[src/rtl/fpu_pkg.sv]
// Shared definitions for the FPU front-end: operand width, IP op codes and the issue FSM states.
package fpu_pkg;

  localparam int FPU_W = 32;

  localparam logic [7:0] OP_ADD = 8'h00;
  localparam logic [7:0] OP_SUB = 8'h01;
  localparam logic [7:0] OP_EQ  = 8'h14;
  localparam logic [7:0] OP_LT  = 8'h0C;
  localparam logic [7:0] OP_LE  = 8'h1C;

  typedef enum logic {
    IDLE  = 1'b0,
    ISSUE = 1'b1
  } state_t;

endpackage

[src/rtl/fpu_tag_fifo.sv]
// In-order tag FIFO: remembers which requester issued each op still inside the IP pipeline.
module fpu_tag_fifo #(
  parameter int DEPTH = 4,
  parameter int TW    = 1,
  parameter int CW    = $clog2(DEPTH) + 1
) (
  input  logic          CLK,
  input  logic          RST_N,
  input  logic          push,
  input  logic [TW-1:0] push_tag,
  input  logic          pop,
  output logic [TW-1:0] head_tag,
  output logic          full,
  output logic          empty,
  output logic [CW-1:0] count
);

  localparam int PW = $clog2(DEPTH);

  logic [TW-1:0] mem_q [DEPTH];
  logic [TW-1:0] mem_d [DEPTH];
  logic [PW-1:0] wr_ptr_q, wr_ptr_d;
  logic [PW-1:0] rd_ptr_q, rd_ptr_d;
  logic [CW-1:0] count_q, count_d;

  always_comb begin
    mem_d    = mem_q;
    wr_ptr_d = wr_ptr_q;
    rd_ptr_d = rd_ptr_q;
    count_d  = count_q;
    if (push) begin
      mem_d[wr_ptr_q] = push_tag;
      wr_ptr_d        = wr_ptr_q + PW'(1);
    end
    if (pop) begin
      rd_ptr_d = rd_ptr_q + PW'(1);
    end
    // Simultaneous push and pop leaves the occupancy unchanged.
    case ({push, pop})
      2'b10:   count_d = count_q + CW'(1);
      2'b01:   count_d = count_q - CW'(1);
      default: count_d = count_q;
    endcase
  end

  always_ff @(posedge CLK) begin
    if (!RST_N) begin
      for (int i = 0; i < DEPTH; i++) mem_q[i] <= '0;
      wr_ptr_q <= '0;
      rd_ptr_q <= '0;
      count_q  <= '0;
    end else begin
      mem_q    <= mem_d;
      wr_ptr_q <= wr_ptr_d;
      rd_ptr_q <= rd_ptr_d;
      count_q  <= count_d;
    end
  end

  assign head_tag = mem_q[rd_ptr_q];
  assign full     = (count_q == CW'(DEPTH));
  assign empty    = (count_q == '0);
  assign count    = count_q;

endmodule

[src/rtl/fpu_shared_unit_arbiter.sv]
// Round-robin front-end sharing one AXI-Stream FP operator between NREQ requesters,
// issuing a/b/op independently and steering in-order results back to their issuers.
module fpu_shared_unit_arbiter
  import fpu_pkg::*;
#(
  parameter int NREQ  = 2,
  parameter int DEPTH = 4,
  parameter int W     = FPU_W,
  parameter int CW    = $clog2(DEPTH) + 1
) (
  input  logic            CLK,
  input  logic            RST_N,
  input  logic [NREQ-1:0]   req_valid,
  output logic [NREQ-1:0]   req_ready,
  input  logic [NREQ*W-1:0] req_a,
  input  logic [NREQ*W-1:0] req_b,
  input  logic [NREQ*8-1:0] req_op,
  output logic [NREQ-1:0]   resp_valid,
  output logic [W-1:0]      resp_data,
  input  logic [NREQ-1:0]   resp_ready,
  output logic [W-1:0]      ip_a_tdata,
  output logic              ip_a_tvalid,
  input  logic              ip_a_tready,
  output logic [W-1:0]      ip_b_tdata,
  output logic              ip_b_tvalid,
  input  logic              ip_b_tready,
  output logic [7:0]        ip_op_tdata,
  output logic              ip_op_tvalid,
  input  logic              ip_op_tready,
  input  logic [W-1:0]      ip_r_tdata,
  input  logic              ip_r_tvalid,
  output logic              ip_r_tready,
  output logic              busy,
  output logic              err_orphan,
  output state_t            dbg_state,
  output logic [CW-1:0]     dbg_count
);

  localparam int TW = $clog2(NREQ);
  localparam logic [TW:0] NREQ_L = (TW+1)'(NREQ);

  // Every channel transfers on the cycle valid and ready are both high; a source
  // never lowers valid or changes data before that cycle, and valid never waits on ready.

  state_t        state_q, state_d;
  logic [TW-1:0] rr_ptr_q, rr_ptr_d;
  logic [TW-1:0] tag_q, tag_d;
  logic [W-1:0]  a_q, a_d, b_q, b_d;
  logic [7:0]    op_q, op_d;
  logic          done_a_q, done_a_d, done_b_q, done_b_d, done_op_q, done_op_d;
  logic          err_orphan_q, err_orphan_d;

  logic          grant_found, grant_en;
  logic [TW-1:0] grant_idx;
  logic [TW:0]   scan;
  logic          hs_a, hs_b, hs_op, all_done;
  logic          push, pop, full, empty;
  logic [TW-1:0] head_tag;
  logic [CW-1:0] fifo_count;

  // Rotating priority: first valid requester at or after rr_ptr, wrapping at NREQ.
  always_comb begin
    grant_found = 1'b0;
    grant_idx   = '0;
    scan        = '0;
    for (int k = 0; k < NREQ; k++) begin
      scan = {1'b0, rr_ptr_q} + (TW+1)'(k);
      if (scan >= NREQ_L) scan = scan - NREQ_L;
      if (!grant_found && req_valid[scan[TW-1:0]]) begin
        grant_found = 1'b1;
        grant_idx   = scan[TW-1:0];
      end
    end
  end

  assign grant_en  = RST_N && (state_q == IDLE) && grant_found && !full;
  assign req_ready = grant_en ? (NREQ'(1) << grant_idx) : '0;

  assign ip_a_tvalid  = (state_q == ISSUE) && !done_a_q;
  assign ip_b_tvalid  = (state_q == ISSUE) && !done_b_q;
  assign ip_op_tvalid = (state_q == ISSUE) && !done_op_q;
  assign ip_a_tdata   = a_q;
  assign ip_b_tdata   = b_q;
  assign ip_op_tdata  = op_q;

  assign hs_a     = ip_a_tvalid && ip_a_tready;
  assign hs_b     = ip_b_tvalid && ip_b_tready;
  assign hs_op    = ip_op_tvalid && ip_op_tready;
  assign all_done = (done_a_q || hs_a) && (done_b_q || hs_b) && (done_op_q || hs_op);
  assign push     = (state_q == ISSUE) && all_done;

  always_comb begin
    state_d      = state_q;
    rr_ptr_d     = rr_ptr_q;
    tag_d        = tag_q;
    a_d          = a_q;
    b_d          = b_q;
    op_d         = op_q;
    done_a_d     = done_a_q;
    done_b_d     = done_b_q;
    done_op_d    = done_op_q;
    err_orphan_d = err_orphan_q || (ip_r_tvalid && empty);
    case (state_q)
      IDLE: begin
        if (grant_en) begin
          a_d       = req_a[grant_idx*W +: W];
          b_d       = req_b[grant_idx*W +: W];
          op_d      = req_op[grant_idx*8 +: 8];
          tag_d     = grant_idx;
          done_a_d  = 1'b0;
          done_b_d  = 1'b0;
          done_op_d = 1'b0;
          rr_ptr_d  = (grant_idx == TW'(NREQ-1)) ? '0 : grant_idx + TW'(1);
          state_d   = ISSUE;
        end
      end
      ISSUE: begin
        done_a_d  = done_a_q || hs_a;
        done_b_d  = done_b_q || hs_b;
        done_op_d = done_op_q || hs_op;
        if (all_done) state_d = IDLE;
      end
      default: state_d = IDLE;
    endcase
  end

  always_ff @(posedge CLK) begin
    if (!RST_N) begin
      state_q      <= IDLE;
      rr_ptr_q     <= '0;
      tag_q        <= '0;
      a_q          <= '0;
      b_q          <= '0;
      op_q         <= '0;
      done_a_q     <= 1'b0;
      done_b_q     <= 1'b0;
      done_op_q    <= 1'b0;
      err_orphan_q <= 1'b0;
    end else begin
      state_q      <= state_d;
      rr_ptr_q     <= rr_ptr_d;
      tag_q        <= tag_d;
      a_q          <= a_d;
      b_q          <= b_d;
      op_q         <= op_d;
      done_a_q     <= done_a_d;
      done_b_q     <= done_b_d;
      done_op_q    <= done_op_d;
      err_orphan_q <= err_orphan_d;
    end
  end

  fpu_tag_fifo #(
    .DEPTH (DEPTH),
    .TW    (TW),
    .CW    (CW)
  ) u_tag_fifo (
    .CLK      (CLK),
    .RST_N    (RST_N),
    .push     (push),
    .push_tag (tag_q),
    .pop      (pop),
    .head_tag (head_tag),
    .full     (full),
    .empty    (empty),
    .count    (fifo_count)
  );

  // Results come back in issue order, so the FIFO head names the owner.
  assign resp_valid  = (!empty && ip_r_tvalid) ? (NREQ'(1) << head_tag) : '0;
  assign resp_data   = ip_r_tdata;
  assign ip_r_tready = !empty && resp_ready[head_tag];
  assign pop         = ip_r_tvalid && ip_r_tready;

  assign busy       = (state_q != IDLE) || (fifo_count != '0);
  assign err_orphan = err_orphan_q;
  assign dbg_state  = state_q;
  assign dbg_count  = fifo_count;

endmodule

[config.mk]
export PLATFORM = sky130hd
export DESIGN_NAME = fpu_shared_unit_arbiter
export DESIGN_NICKNAME = d
export VERILOG_FILES = /design/src/rtl/fpu_pkg.sv /design/src/rtl/fpu_tag_fifo.sv /design/src/rtl/fpu_shared_unit_arbiter.sv
export SDC_FILE = /design/constraint.sdc
export NUM_CORES = 1
export LEC_CHECK = 0
export ABC_CLOCK_PERIOD_IN_PS = 2800
export CAP_MARGIN = 20
export CORE_MARGIN = 5
export CORE_UTILIZATION = 36
export DETAILED_ROUTE_END_ITERATION = 10
export GPL_TIMING_DRIVEN = 0
export HOLD_SLACK_MARGIN = 0.02
export PLACE_DENSITY = 0.91
export SLEW_MARGIN = 20
export SYNTH_ARGS = -nofsm -noshare
export SYNTH_HDL_FRONTEND = slang
export SYNTH_SLANG_ARGS = --single-unit
[constraint.sdc]
create_clock -name CLK -period 2.8 [get_ports CLK]
set_input_delay 0.28 -clock CLK [delete_from_list [all_inputs] [get_ports CLK]]
set_output_delay 0.28 -clock CLK [all_outputs]
set_load 0.05 [all_outputs]
Word level (Yosys, flattened, before mapping)
Index checks and enable logic that the tools add are counted.
{ "word_totals": {"ff_bits": 90, "input_bits": 186, "output_inout_bits": 118, "elab_cells": 107} }
{ "classes": {"add_sub_neg": 8, "magnitude_cmp": 8, "n_eq_ne": 4, "n_shift": 5, "mux": 29, "bitwise": 3, "n_reduce_logical": 33} }
{ "op_table": {"columns": ["operator", "n"], "rows": [
  ["$shiftx 64x7->32", 2],
  ["$mux 1", 19],
  ["$logic_and 1x1->1", 18],
  ["$shiftx 16x5->8", 1],
  ["$pmux 1 s2", 4],
  ["$ge 3x3->1 const B", 2],
  ["$logic_not 1->1", 6],
  ["$lt 1x2->1 const B", 3],
  ["$not 2->3", 2],
  ["$pmux 3 s2", 1],
  ["$logic_or 1x1->1", 5],
  ["$add 2x1->2 const B", 2],
  ["$bwmux 4", 1],
  ["$mux 2", 2],
  ["$shl 1x1->2 const A", 2],
  ["$add 3x1->3 const B", 1],
  ["$eq 3x3->1 const B", 1],
  ["$logic_not 3->1", 1],
  ["$lt 3x1->1 const B", 1],
  ["$reduce_bool 3->1", 1],
  ["$sub 3x1->3 const B", 1],
  ["$add 1x1->2 const B", 1],
  ["$bmux 1 s2", 1],
  ["$demux 1 s2", 1],
  ["other kinds (10)", 11]
]} }

Longest topological paths before layout
Gate-level depths: netlist of run 1.
{ "depth": {"depth_word": 12, "mapped_depth": 10, "depth_no_buf": 10} }

Modules after synthesis
Synthesis of run 1 repeated with hierarchy kept, for this count alone.
{ "hier_totals": {"cells_unflattened": 523, "area_unflattened_um2": 4175.3} }
{ "modules_own_cells": {"columns": ["mod", "n_inst", "cells_per_inst", "area_each_um2", "seq_area_each_um2"], "rows": [
  ["fpu_shared_unit_arbiter", 1, 461, 3604.7, 1581.5],
  ["fpu_tag_fifo", 1, 62, 570.5, 220.2]
]} }

Least setup slack after synthesis of run 1
OpenSTA, ideal clock, no wires.
{ "synth_timing": {"path_kind": "flip-flop to flip-flop", "from": "register u_tag_fifo.count_q[2] (netlist: u_tag_fifo.count[2])", "to": "register u_tag_fifo.count_q[2] (netlist: u_tag_fifo.count[2])", "setup_ps": 72, "arrival_time_ps": 2367, "required_time_ps": 2728, "setup_slack_ps": 361, "stages_incl_launch_ff": 10, "n_path_buf": 0, "synth_period_minus_slack_ps": 2439, "cell_sequence": "dfxtp_1 nor3_1 nand2b_1 nor2_1 ha_1 inv_1 fa_1 xor2_1 or3_1 a21oi_1"} }
{ "synth_via": {"elab_chain_cells": 6} }
{ "synth_rtl": {"columns": ["element", "line_no", "text"], "rows": [
  ["start: declaration", "fpu_tag_fifo.sv:24", "logic [CW-1:0] count_q, count_d;"],
  ["start signal: assignment", "fpu_tag_fifo.sv:56", "count_q <= count_d;"],
  ["$logic_not 3->1 *", "fpu_tag_fifo.sv:62", "assign empty = (count_q == '0);"],
  ["$logic_not 1->1 *", "fpu_shared_unit_arbiter.sv:172", "assign ip_r_tready = !empty && resp_ready[head_tag];"],
  ["$logic_and 1x1->1 *", "fpu_shared_unit_arbiter.sv:172", null],
  ["$logic_and 1x1->1 *", "fpu_shared_unit_arbiter.sv:173", "assign pop = ip_r_tvalid && ip_r_tready;"],
  ["named net pop", "fpu_shared_unit_arbiter.sv:57", "logic push, pop, full, empty;"],
  ["$eq 2x1->1 / $eq 2x2->1 (equally long branches)", "fpu_tag_fifo.sv:39", "case ({push, pop})"],
  ["$pmux 3 s2 / $reduce_bool 2->1 (equally long branches)", null, null]
]} }
Mark *: on every way through the listed nets, which the timed path passes. The rest lies on a longest branch.
A chain may end at the register's enable or synchronous reset.

Worst setup path after layout of run 1
{ "layout_timing": {"from": "input RST_N", "to": "output req_ready[0]"} }
{ "layout_via": {"elab_chain_cells": 4} }
{ "layout_rtl": {"columns": ["element", "line_no", "text"], "rows": [
  ["start: declaration", "fpu_shared_unit_arbiter.sv:12", "input logic RST_N,"],
  ["$logic_and 1x1->1 (3 in series)", "fpu_shared_unit_arbiter.sv:76", "assign grant_en = RST_N && (state_q == IDLE) && grant_found && !full;"],
  ["$mux 2", "fpu_shared_unit_arbiter.sv:77", "assign req_ready = grant_en ? (NREQ'(1) << grant_idx) : '0;"],
  ["end: declaration", "fpu_shared_unit_arbiter.sv:14", "output logic [NREQ-1:0] req_ready,"]
]} }
No other way between the ends.

==> flow_metrics.tcl, run 1 <==
set metrics [dict create \
    nFillCells 949 \
    dieArea_sq_mm 0.0148 \
    synthArstFlopShare_pct 0 \
    synth.top_cell.area_share_pct 40.1 \
    cts_max_path_buffers 2 \
    worst_r2r_path_depth 10 \
    layoutNonFillerInstCount 912 \
    hp-start "u_tag_fifo.mem_q[2]" \
    comb_power_share_pct 35.9 \
    hold_buffers 0 \
    start_util_pct 37.1 \
    die_w_microns 122 \
    grt_pass1_wl_mm 24.0 \
    r2r-start "u_tag_fifo.rd_ptr_q[1]" \
    outcome "complete, no violations" \
    n_antenna_cell 0 \
    setup_ws_ns 0.0752 \
    cts_num_sinks 90 \
    place_congestion 0.894 \
    grtUsageTotal_pct 20.4 \
    synth.top_cells.by_area "dfxtp_1 40%, mux2i_1 18%, a211oi_1 8.5%" \
    p_clk_share_pct 28.7 \
    path_clk_slew_ns 0.06 \
    synth_fp_nets 649 \
    fin_crit_sh_pct 97.3 \
    final_net_count 932 \
    synth.avg_cell_area_sq_um 9.84 \
    reg2reg_to "u_tag_fifo.count[2]" \
    die_h_microns 122 \
    yosys_warnings 0 \
    syn_to_final_growth_pct 71.5 \
    required_ns 2.52 \
    powerDensity_mw_per_mm2 531 \
    ys_ff_latch 90 \
    finalClockSkew_ns 0.00609 \
    pwr-share-seq_pct 35.3 \
    cts_resized 0 \
    max_cap_violations 0 \
    rrSetupSlack_ns 0.33 \
    final-hold-violation-count 0 \
    setup_viol 0 \
    cp-start-kind "input port" \
    antenna_found_initial 0 \
    dp_cells 896 \
    crit_fanout 8 \
    overflow 0 \
    fin_crit_ns 2.72 \
    crit_type "input port to primary output" \
    place_ws_ns -0.478 \
    syn_inst 457 \
    ys_seq_area_share_pct 40.1 \
    hold_end "u_tag_fifo.mem_q[2]" \
    cts-root-buf "clkbuf_16" \
    vias 4440 \
    ys_types 38 \
    firstDrtPassIters 4 \
    yosysMostFrequentCell "dfxtp_1" \
    synth_top_cell_by_area "dfxtp_1" \
    cp.arrival_ns 2.44 \
    grt_max_degree 15 \
    p_leak_uw 0.00296 \
    rows 40 \
    drt_iter0_drc 157 \
    p_sw_uw 1400 \
    ys.flop_type "dfxtp_1" \
    clk_latency_ns 0.33 \
    finish.utilization_pct 63.7 \
    max-vdd-ir-drop_mv 0.360 \
    coreArea_sq_mm 0.0121 \
    rsz0062_at_grt "false" \
    io_buffers 271 \
    worst_slew_pin_slew_ns 0.804 \
    fmax_mhz 367 \
    grt_pass1_vias 4828 \
    relSlewSlack_pct 46.4 \
    syn_area_sq_mm 0.00450 \
    end_kind "primary output" \
    hold_class "register to register" \
    dpl.hpwl_mm 13.0 \
    synth_edf_count 0 \
    cts_tree "built" \
    netlist_top_cells_count "90 x dfxtp_1, 86 x nor2_1, 81 x mux2i_1, 51 x a211oi_1, 32 x buf_4" \
    cts-buffers-inserted 9 \
    htreeDepth 3 \
    drc 0 \
    min_path_cells 2 \
    drv_slew 0 \
    setup-tns-final_ns 0 \
    drtAntennaViolNets 0 \
    via_per_inst 4.87 \
    ioPinCount 304 \
    p_int_uw 2700 \
    routed_wl_mm 15.8 \
    wl_per_cell_microns 17.4 \
    p_sw_share_pct 34.1 \
    drive_above_1_share_pct 13.0 \
    hold-worst-slack_ns 0.466 \
]
==> power by group through the flow <==
stage               Combinational [uW]  Clock, uW  Sequential (uW)
floorplan                          544          0             1810
global placement                  1450          0             1470
detailed placement                1480          0             1470
CTS                               1480       1210             1450
global route                      1550       1260             1460
finish                            1470       1180             1450
==> layout make-up <==
type | instances | area [sq um] | share of cell area (%)
buffer | 66 | 490 | 6.36
clock buffer | 10 | 229 | 2.97
clock inverter | 5 | 56.3 | 0.730
inverter | 7 | 26.3 | 0.341
multi-input combinational | 294 | 2180 | 28.3
sequential | 90 | 1800 | 23.4
tap | 168 | 210 | 2.73
timing repair buffer | 272 | 2720 | 35.3
==> flip-flops by register name, indices dropped and copies added, names as in the netlist, 2 cells and up <==
signal	flops
u_tag_fifo.count	3
ip_a_tdata	32
u_tag_fifo.rd_ptr_q	2
ip_op_tdata	8
u_tag_fifo.wr_ptr_q	2
ip_b_tdata	32
u_tag_fifo.mem_q	4
==> stage by stage <==
step           area (sq um)  power [uW]
4_1_cts                7710        4140
3_3_place_gp           7420        2920
3_5_place_dp           7420        2950
2_1_floorplan          4500        2360
6_report               7710        4100
5_1_grt                7710        4270
==> cells in the final DEF, fill, tap and decap left out, types with 2 or more instances in the layout <==
cell type / synthesis / routed
a211oi_1: 51 / 51
buf_1: 2 / 2
ha_1: 5 / 5
dfxtp_1: 90 / 90
nand3_1: 5 / 5
a21oi_1: 7 / 7
nor2b_1: 5 / 5
xor2_1: 2 / 2
o22ai_1: 2 / 2
clkbuf_16: 0 / 9
nor2_1: 86 / 86
buf_2: 8 / 8
inv_1: 6 / 6
buf_6: 15 / 15
mux2i_1: 81 / 81
a211oi_2: 20 / 20
clkbuf_1: 9 / 10
nor3b_1: 2 / 2
clkinv_2: 0 / 2
nand2b_1: 3 / 3
clkdlybuf4s50_1: 0 / 271
buf_4: 32 / 33
nand2_1: 8 / 8
==> routing by layer <==
layer | GRT usage, % | share of wire, %
met5 | 0 | 0
met1 | 20.5 | 36
met2 | 39.4 | 54
met4 | 6.23 | 2.1
met3 | 7.01 | 8.6
==> how the worst max path moves through the flow <==
| stage | from | end | slack (ns) | cells after the start |
|---|---|---|---|---|
| 6_report | RST_N | req_ready[0] | 0.08 | 5 |
| 5_1_grt | RST_N | req_ready[0] | 0.0004 | 5 |
| 4_1_cts | RST_N | req_ready[0] | 0.05 | 5 |
| 3_5_place_dp | RST_N | req_ready[1] | -0.48 | 5 |
| 3_3_place_gp | RST_N | req_ready[1] | -0.49 | 5 |
| 2_1_floorplan | u_tag_fifo.count[2] | u_tag_fifo.count[2] | 0.36 | 9 |
==> worst max-delay path, cell delays in order <==
cell and delay, ns:
clkdlybuf4s50_1 0.57, inv_2 0.15, a2111o_1 0.40, nor2_1 0.20
clkdlybuf4s50_1 0.83
==> kinds of logic (layout without fill, tap and decap cells) <==
family | after synthesis | after routing | synth area share, %
xor gates and xnor gates | 3 | 3 | 0.584
adders and majority gates | 6 | 6 | 1.84
DFF | 90 | 90 | 40.1
AOI/OAI and AO/OA | 88 | 88 | 17.0
muxes | 82 | 82 | 18.3
buffers and inverters | 73 | 360 | 11.5
and+or+nand+nor | 115 | 115 | 10.7
==> repair_timing <==
item                       4_1_cts  5_1_grt
buffers inserted                 1        0
setup endpoints to repair        1        0
hold endpoints to repair         0        0
No activity file was read; power rests on OpenSTA's default activity.
==> inputs of run 2 (changes only) <==
- CELL_PAD_IN_SITES_DETAIL_PLACEMENT: not set -> 0
- CELL_PAD_IN_SITES_GLOBAL_PLACEMENT: not set -> 1
- CORE_UTILIZATION: 36 -> 25
- PLACE_DENSITY: 0.91 -> 0.9
==> flow_metrics.tcl, run 2 (same netlist as run 1, synthesis figures left out) <==
set metrics [dict create \
    worst_r2r_path_depth 10 \
    grt_max_degree 15 \
    fmax_mhz 374 \
    cp-start-kind "input port" \
    required_ns 2.52 \
    rrSetupSlack_ns 0.36 \
    hold_class "register to register" \
    place_ws_ns -0.583 \
    startpoint "req_valid[1]" \
    pwr-share-seq_pct 34.9 \
    io_buffers 271 \
    max-vdd-ir-drop_mv 0.319 \
    grt_pass1_wl_mm 22.3 \
    start_util_pct 25.2 \
    die_h_microns 144 \
    rows 49 \
    final_cell_mix "270 x clkdlybuf4s50_1, 90 x dfxtp_1, 86 x nor2_1" \
    fin_crit_sh_pct 95.6 \
    cp.arrival_ns 2.40 \
    setup_viol 0 \
    final_net_count 932 \
    drv_slew 0 \
    firstDrtPassIters 4 \
    die_w_microns 144 \
    end_kind "primary output" \
    dpl.hpwl_mm 12.4 \
    cts-buffers-inserted 9 \
    vias 4293 \
    crit_end "req_ready[1]" \
    via_per_inst 4.41 \
    finish.utilization_pct 43.7 \
    worst_slew_pin_slew_ns 0.752 \
    drtAntennaViolNets 0 \
    routed_wl_mm 15.4 \
    drt_iter0_drc 113 \
    p_sw_share_pct 33.9 \
    crit_fanout 10 \
    final-hold-violation-count 0 \
    clk_latency_ns 0.34 \
    p_int_uw 2730 \
    cts_num_sinks 90 \
    grt_pass1_vias 4243 \
    p_leak_uw 0.00298 \
    grtUsageTotal_pct 13.8 \
    p_clk_share_pct 29.7 \
    r2r-start "u_tag_fifo.rd_ptr_q[1]" \
    syn_to_final_growth_pct 73.5 \
    dp_cells 957 \
    place_congestion 0.762 \
    drc 0 \
    hold_buffers 0 \
    cts_tree "built" \
    antenna_found_initial 0 \
    dieArea_sq_mm 0.0208 \
    rsz0062_at_grt "false" \
    powerDensity_mw_per_mm2 530 \
    overflow 0 \
    drive_above_1_share_pct 13.0 \
    hold-worst-slack_ns 0.466 \
    ioPinCount 304 \
    finalPower_uw 4130 \
    path_clk_slew_ns 0.07 \
    wl_per_cell_microns 15.8 \
    setup_ws_ns 0.124 \
    final_common_cell "clkdlybuf4s50_1" \
    cts-root-buf "clkbuf_16" \
    fin_crit_ns 2.68 \
    n_antenna_cell 0 \
    relSlewSlack_pct 49.9 \
    max_cap_violations 0 \
    outcome "complete, no violations" \
    crit_type "input port to primary output" \
    htreeDepth 3 \
    cts_max_path_buffers 2 \
    coreArea_sq_mm 0.0178 \
    p_sw_uw 1400 \
    comb_power_share_pct 35.4 \
    reg2reg_to "u_tag_fifo.count[2]" \
    finalClockSkew_ns 0.00950 \
    layoutNonFillerInstCount 974 \
]
[run 2: per-layer routing]
metal	part of all wire, %	vias to the layer above	GRT usage (%)
li1	-	2141	-
met1	38	1948	15.7
met2	50	185	24.1
met3	9.9	19	4.37
met4	2.2	0	5.40
met5	0	-	0
[run 2: timing repair]
| item | CTS | global route |
|---|---|---|
| pin swaps | 1 | 0 |
| setup endpoints to repair | 1 | 1 |
| cloned | 0 | 0 |
| setup buffers | 1 | 0 |
| resized for setup | 0 | 1 |
[run 2: area by class of cell]
cell class | count | area, sq um
Buffer | 66 | 490
Clock buffer | 12 | 246
Clock inverter | 4 | 51.3
Fill cell | 1723 | 10000
Inverter | 7 | 26.3
Multi-Input combinational cell | 294 | 2180
Sequential cell | 90 | 1800
Tap cell | 229 | 287
Timing Repair Buffer | 272 | 2720
[run 2: worst max-delay path: stages]
cell,delay [ns]
clkdlybuf4s50_1,0.48
a21boi_0,0.22
buf_2,0.36
and2_2,0.25
clkdlybuf4s50_1,0.81
[run 2: worst min-delay path by stage]
stage                         from                  end  cells past startpoint
2_1_floorplan            req_a[49]       ip_a_tdata[17]                      1
3_3_place_gp   u_tag_fifo.mem_q[2]  u_tag_fifo.mem_q[2]                      2
3_5_place_dp   u_tag_fifo.mem_q[0]  u_tag_fifo.mem_q[0]                      2
4_1_cts        u_tag_fifo.mem_q[0]  u_tag_fifo.mem_q[0]                      2
5_1_grt        u_tag_fifo.mem_q[3]  u_tag_fifo.mem_q[3]                      2
6_report       u_tag_fifo.mem_q[2]  u_tag_fifo.mem_q[2]                      2
[run 2: through the flow]
stage               instance area (sq um)  TNS (ns)
CTS                                  7800         0
global route                         7800         0
detailed placement                   7500    -0.583
global placement                     7500    -0.607
finish                               7800         0
floorplan                            4500         0
[run 2: power groups by stage]
stage	sequential [uW]	clock, uW	combinational [uW]
6_report	1440	1230	1460
5_1_grt	1460	1320	1550
4_1_cts	1440	1270	1490
3_5_place_dp	1470	0	1480
3_3_place_gp	1470	0	1480
2_1_floorplan	1810	0	544
==> variant 1, RTL diff (settings of run 2) <==
`DEPTH` is set to 4 in 2 places; all go to 2.
--- a/src/rtl/fpu_tag_fifo.sv
+++ b/src/rtl/fpu_tag_fifo.sv
@@ -1,6 +1,6 @@
 // In-order tag FIFO: remembers which requester issued each op still inside the IP pipeline.
 module fpu_tag_fifo #(
-  parameter int DEPTH = 4,
+  parameter int DEPTH = 2,
   parameter int TW    = 1,
   parameter int CW    = $clog2(DEPTH) + 1
 ) (
--- a/src/rtl/fpu_shared_unit_arbiter.sv
+++ b/src/rtl/fpu_shared_unit_arbiter.sv
@@ -4,7 +4,7 @@
   import fpu_pkg::*;
 #(
   parameter int NREQ  = 2,
-  parameter int DEPTH = 4,
+  parameter int DEPTH = 2,
   parameter int W     = FPU_W,
   parameter int CW    = $clog2(DEPTH) + 1
 ) (
Interface: changed (resized dbg_count); port bits go from 304 to 303. The function was not compared with the original's and may differ.
==> variant 1 against run 2 <==
Synthesized area rose by 5.3%. Sequential power fell by 5%. Worst setup slack improved by 0.057 ns. Cell count rose by 8.9%. Combinational power rose by 4%. Count of clock-buffer cells in the layout rose by 1. Sequential share of layout area fell by 1.9 points. Wire length rose by 35%. Final area rose by 3.1%. Sequential cell count fell by 5. Core utilization fell by 0.71 points. Power rose by 2.3%. Via count rose by 29%. Highest routed layer is now met5.
==> variant 1: results (changes against run 2) <==
[power]
clock_power_share_pct=31.7  ; +2.0 points
leakage_nw=2.71  ; -9.2%
share_of_power_burned_in_combinational_logic_pct=36.0  ; +0.6 points

[global_route]
grt.met1_usage_pct=22.3  ; +6.6 points
globalRouteMet2Util_pct=30.8  ; +6.7 points
grt_use_met3_pct=4.38  ; +0.019 points
initial_antenna_violation_count=1  ; +1
pin_count_of_the_biggest_net_entering_global_routing=14  ; -1

[layout]
num-nonclk-buffers=373  ; +10%
multi_input_gate_share_of_total_cell_area_pct=30.1  ; +2.1 points
regArea_sq_um=1700  ; -5.6%
num-nonclk-inverters=13  ; +6
clockBufferCount=13  ; +1
clock_cell_area_share_pct=4.07  ; +0.26 points
nonClkBufAreaFrac_pct=40.5  ; -0.69 points
fin_nets=1009  ; +8.3%
layout.sequential_cells=85  ; -5.6%

[run_status]
outcome=finished clean

[route]
routed_wire_length_per_instance_um=19.6  ; +24%
detail_route.iter0.violations=298  ; +160%
via_per_inst=5.22  ; +18%

[synth]
synth_mux_area_share_pct=0.846  ; -17 points
syn_inst=542  ; +19%
postSynthNetCount=729  ; +12%
synth_common_cells=85 x sky130_fd_sc_hd__dfxtp_1, 71 x sky130_fd_sc_hd__o21ai_0, 68 x sky130_fd_sc_hd__a31oi_1, 68 x sky130_fd_sc_hd__nand3b_1, 55 x sky130_fd_sc_hd__clkbuf_1

[clocking]
cts_repair_resize_count=4  ; +4

[timing]
worst_slew_margin_rel_pct=49.9  ; about the same

[placement]
dp_hpwl_um=15800  ; +28%
port_buffers=269  ; -0.74%

[critical_path]
worst_path_largest_cell_delay_ns=0.58  ; -0.23 ns

## variant 1: worst max-delay path: cells and delay by family
family                 cells  cell delay [ns]
buffers and inverters      3             1.50
and+or+nand+nor            2             0.54
## variant 1: final timing paths
kind	startpoint	to	slack, ns	depth (start not counted)
worst min-delay path	u_tag_fifo.wr_ptr_q	u_tag_fifo.wr_ptr_q	0.47	2
worst max-delay path	RST_N	req_ready[0]	0.18	5
worst max register to register	dbg_state	u_tag_fifo.count[1]	0.76	5
worst min register to register	u_tag_fifo.wr_ptr_q	u_tag_fifo.wr_ptr_q	0.47	2
## variant 1: cells by family after synthesis
logic type	count (synthesis)
DFF	85
and+or+nand+nor	103
AOI/OAI and AO/OA	230
adders and majority gates	1
muxes	4
buffers and inverters	117
xor gates and xnor gates	2
## variant 1: per-layer routing
metal,vias up,share of wire [%]
met5,-,0.058
met4,2,2.3
met3,31,7.2
met2,215,49
met1,2649,41
li1,2637,-
==> variant 2, RTL diff (config.mk and constraints of run 2) <==
Without the edit above. `b_q` no longer has a reset.
--- a/src/rtl/fpu_shared_unit_arbiter.sv
+++ b/src/rtl/fpu_shared_unit_arbiter.sv
@@ -130,7 +130,6 @@
       rr_ptr_q     <= '0;
       tag_q        <= '0;
       a_q          <= '0;
-      b_q          <= '0;
       op_q         <= '0;
       done_a_q     <= 1'b0;
       done_b_q     <= 1'b0;
@@ -141,13 +140,16 @@
       rr_ptr_q     <= rr_ptr_d;
       tag_q        <= tag_d;
       a_q          <= a_d;
-      b_q          <= b_d;
       op_q         <= op_d;
       done_a_q     <= done_a_d;
       done_b_q     <= done_b_d;
       done_op_q    <= done_op_d;
       err_orphan_q <= err_orphan_d;
     end
+  end
+
+  always_ff @(posedge CLK) begin
+    b_q <= b_d;
   end
 
   fpu_tag_fifo #(
Formal check against the unedited RTL: differs if RST_N is asserted again (counterexample within 4 cycles, from zero or initial values and one cycle with RST_N low); with RST_N held inactive, the same outputs for 4 cycles.
==> variant 2 against run 2 <==
Register-to-register slack got worse by 0.05 ns. Die area decreased by 1.8%. Worst hold slack worse by 0.0081 ns. Critical path depth rose by 1. Worst setup slack improved by 0.056 ns. Synthesized area down 1.9%. Power down 0.12%. Sequential cell count is the same. Global-route usage is 1.6 points higher. First-iteration DRC count is 44% higher. Final area fell by 1.1%. Wire length rose by 6.2%. Critical endpoint is now req_ready[0]. Highest routed layer is now met5.
==> variant 2: results (changes against run 2) <==
[run_status]
outcome=finished clean

[route]
via_per_inst=4.33  ; -1.8%
detail_route.iter0.violations=163  ; +44%
routed_wire_length_per_instance_um=16.3  ; +3.5%

[global_route]
initial_antenna_violation_count=1  ; +1
global_route.usage.total_pct=15.4  ; +1.6 points
pin_count_of_the_biggest_net_entering_global_routing=42  ; +27
grt_pass1_wl_um=23900  ; +7.1%

[synth]
postSynthNetCount=679  ; +4.6%
top_cells_by_area_synth=sky130_fd_sc_hd__dfxtp_1 26%, sky130_fd_sc_hd__edfxtp_1 22%, sky130_fd_sc_hd__nand2_1 15%
synth_xor_area_share_pct=0.596  ; +0.011 points
number_of_flops_mapped_to_enable_cells_by_yosys=32  ; +32
synth_mux_area_share_pct=2.52  ; -16 points
synth_common_cells=176 x sky130_fd_sc_hd__nand2_1, 58 x sky130_fd_sc_hd__dfxtp_1, 53 x sky130_fd_sc_hd__nor2_1, 36 x sky130_fd_sc_hd__buf_4, 32 x sky130_fd_sc_hd__edfxtp_1
ys_types=36  ; -5.3%
yosys.area_share.adder_pct=1.87  ; +0.036 points

[critical_path]
worst_path_largest_cell_delay_ns=0.60  ; -0.21 ns
critPathArrivalTime_ns=2.34  ; -0.06 ns

[layout]
layout-drive-gt1-share_pct=12.5  ; -0.49 points
fin_nets=961  ; +3.1%
nFillCells=1711  ; -0.70%

[clocking]
cts_setup_buffers=0  ; -1
ctsHtreeMaxLevel=3  ; unchanged

[timing]
clock_skew_ns=0.00775  ; -0.00175 ns

[placement]
post-place-ws_ns=-0.400  ; +0.182 ns
gpl.final_weighted_congestion=0.783  ; +2.8%
dp_hpwl_um=12800  ; +3.3%

[power]
power.switching_w=0.00139  ; -0.87%
vdd.ir_drop.worst_v=0.000273  ; -14%

[hold_path]
worstHoldPathCells=2  ; unchanged

[variant 2: cell types whose count changed after synthesis, sizes merged, moves of 3 or more]
cell,before,now
nand2,8,176
a211oi,71,0
edfxtp,0,32
dfxtp,90,58
nor2,87,53
mux2i,81,10
and3,1,4
buf,57,43
clkbuf,9,19
a221o,1,4
a311oi,0,36
[variant 2: what timing repair did]
item,CTS,global route
gates cloned,0,0
gates resized for setup,6,3
endpoints found under the hold margin,0,0
hold buffers,0,0
endpoints found under the setup margin,2,3
[variant 2: path summary, 6_finish.rpt]
kind                                        startpoint                  end  slack (ns)
worst max-delay path                             RST_N         req_ready[0]        0.18
worst min-delay path               u_tag_fifo.mem_q[3]  u_tag_fifo.mem_q[3]        0.46
worst max register to register  u_tag_fifo.rd_ptr_q[1]  u_tag_fifo.count[2]        0.31
worst min register to register     u_tag_fifo.mem_q[3]  u_tag_fifo.mem_q[3]        0.46
[variant 2: per-stage QoR]
stage               util, %  power [W]  cells  TNS, ns  instance area, sq um
floorplan                 -    0.00234    487        0                  4410
global placement       42.8    0.00291    983    -2.14                  7410
detailed placement     42.8    0.00291    983    -1.38                  7410
CTS                    44.6    0.00420    999        0                  7710
global route           44.6    0.00433    999        0                  7720
finish                 44.6    0.00413    999        0                  7720
[variant 2: cell families (layout without fill, tap and decap cells)]
| family | Yosys count | after routing |
|---|---|---|
| AO/OA/AOI/OAI | 56 | 56 |
| adder cells (fa/ha/maj) | 6 | 6 |
| buffers and inverters | 70 | 357 |
| AND/OR/NAND/NOR | 251 | 251 |
| XOR/XNOR | 3 | 3 |
| flip-flops | 90 | 90 |
| multiplexers | 11 | 11 |
[variant 2: power by group through the flow]
stage               Sequential, W  Combinational, W  Clock (W)
floorplan                 0.00187          0.000470          0
global placement          0.00154           0.00136          0
detailed placement        0.00154           0.00137          0
CTS                       0.00152           0.00137    0.00132
global route              0.00153           0.00144    0.00137
finish                    0.00151           0.00136    0.00126
[variant 2: per-layer routing]
metal / up-vias / share of wire [%] / track usage, %
li1: 2170 / - / -
met1: 1942 / 38 / 17.3
met2: 191 / 49 / 25.9
met3: 17 / 11 / 6.97
met4: 2 / 1.6 / 5.55
met5: - / 0.080 / 0
[variant 2: cell type report]
type,count,share of cell area (%)
timing repair buffer,271,35.2
sequential,90,27.5
multi-input combinational,327,24.2
buffer,62,5.17
tap,225,3.65
clock buffer,10,3.10
clock inverter,6,0.843
inverter,8,0.389
[variant 2: worst max-delay path, delay by kind of cell]
family | cells | cell delay, ns
simple gates | 1 | 0.28
buf+inv | 4 | 1.39
compound gates | 1 | 0.37
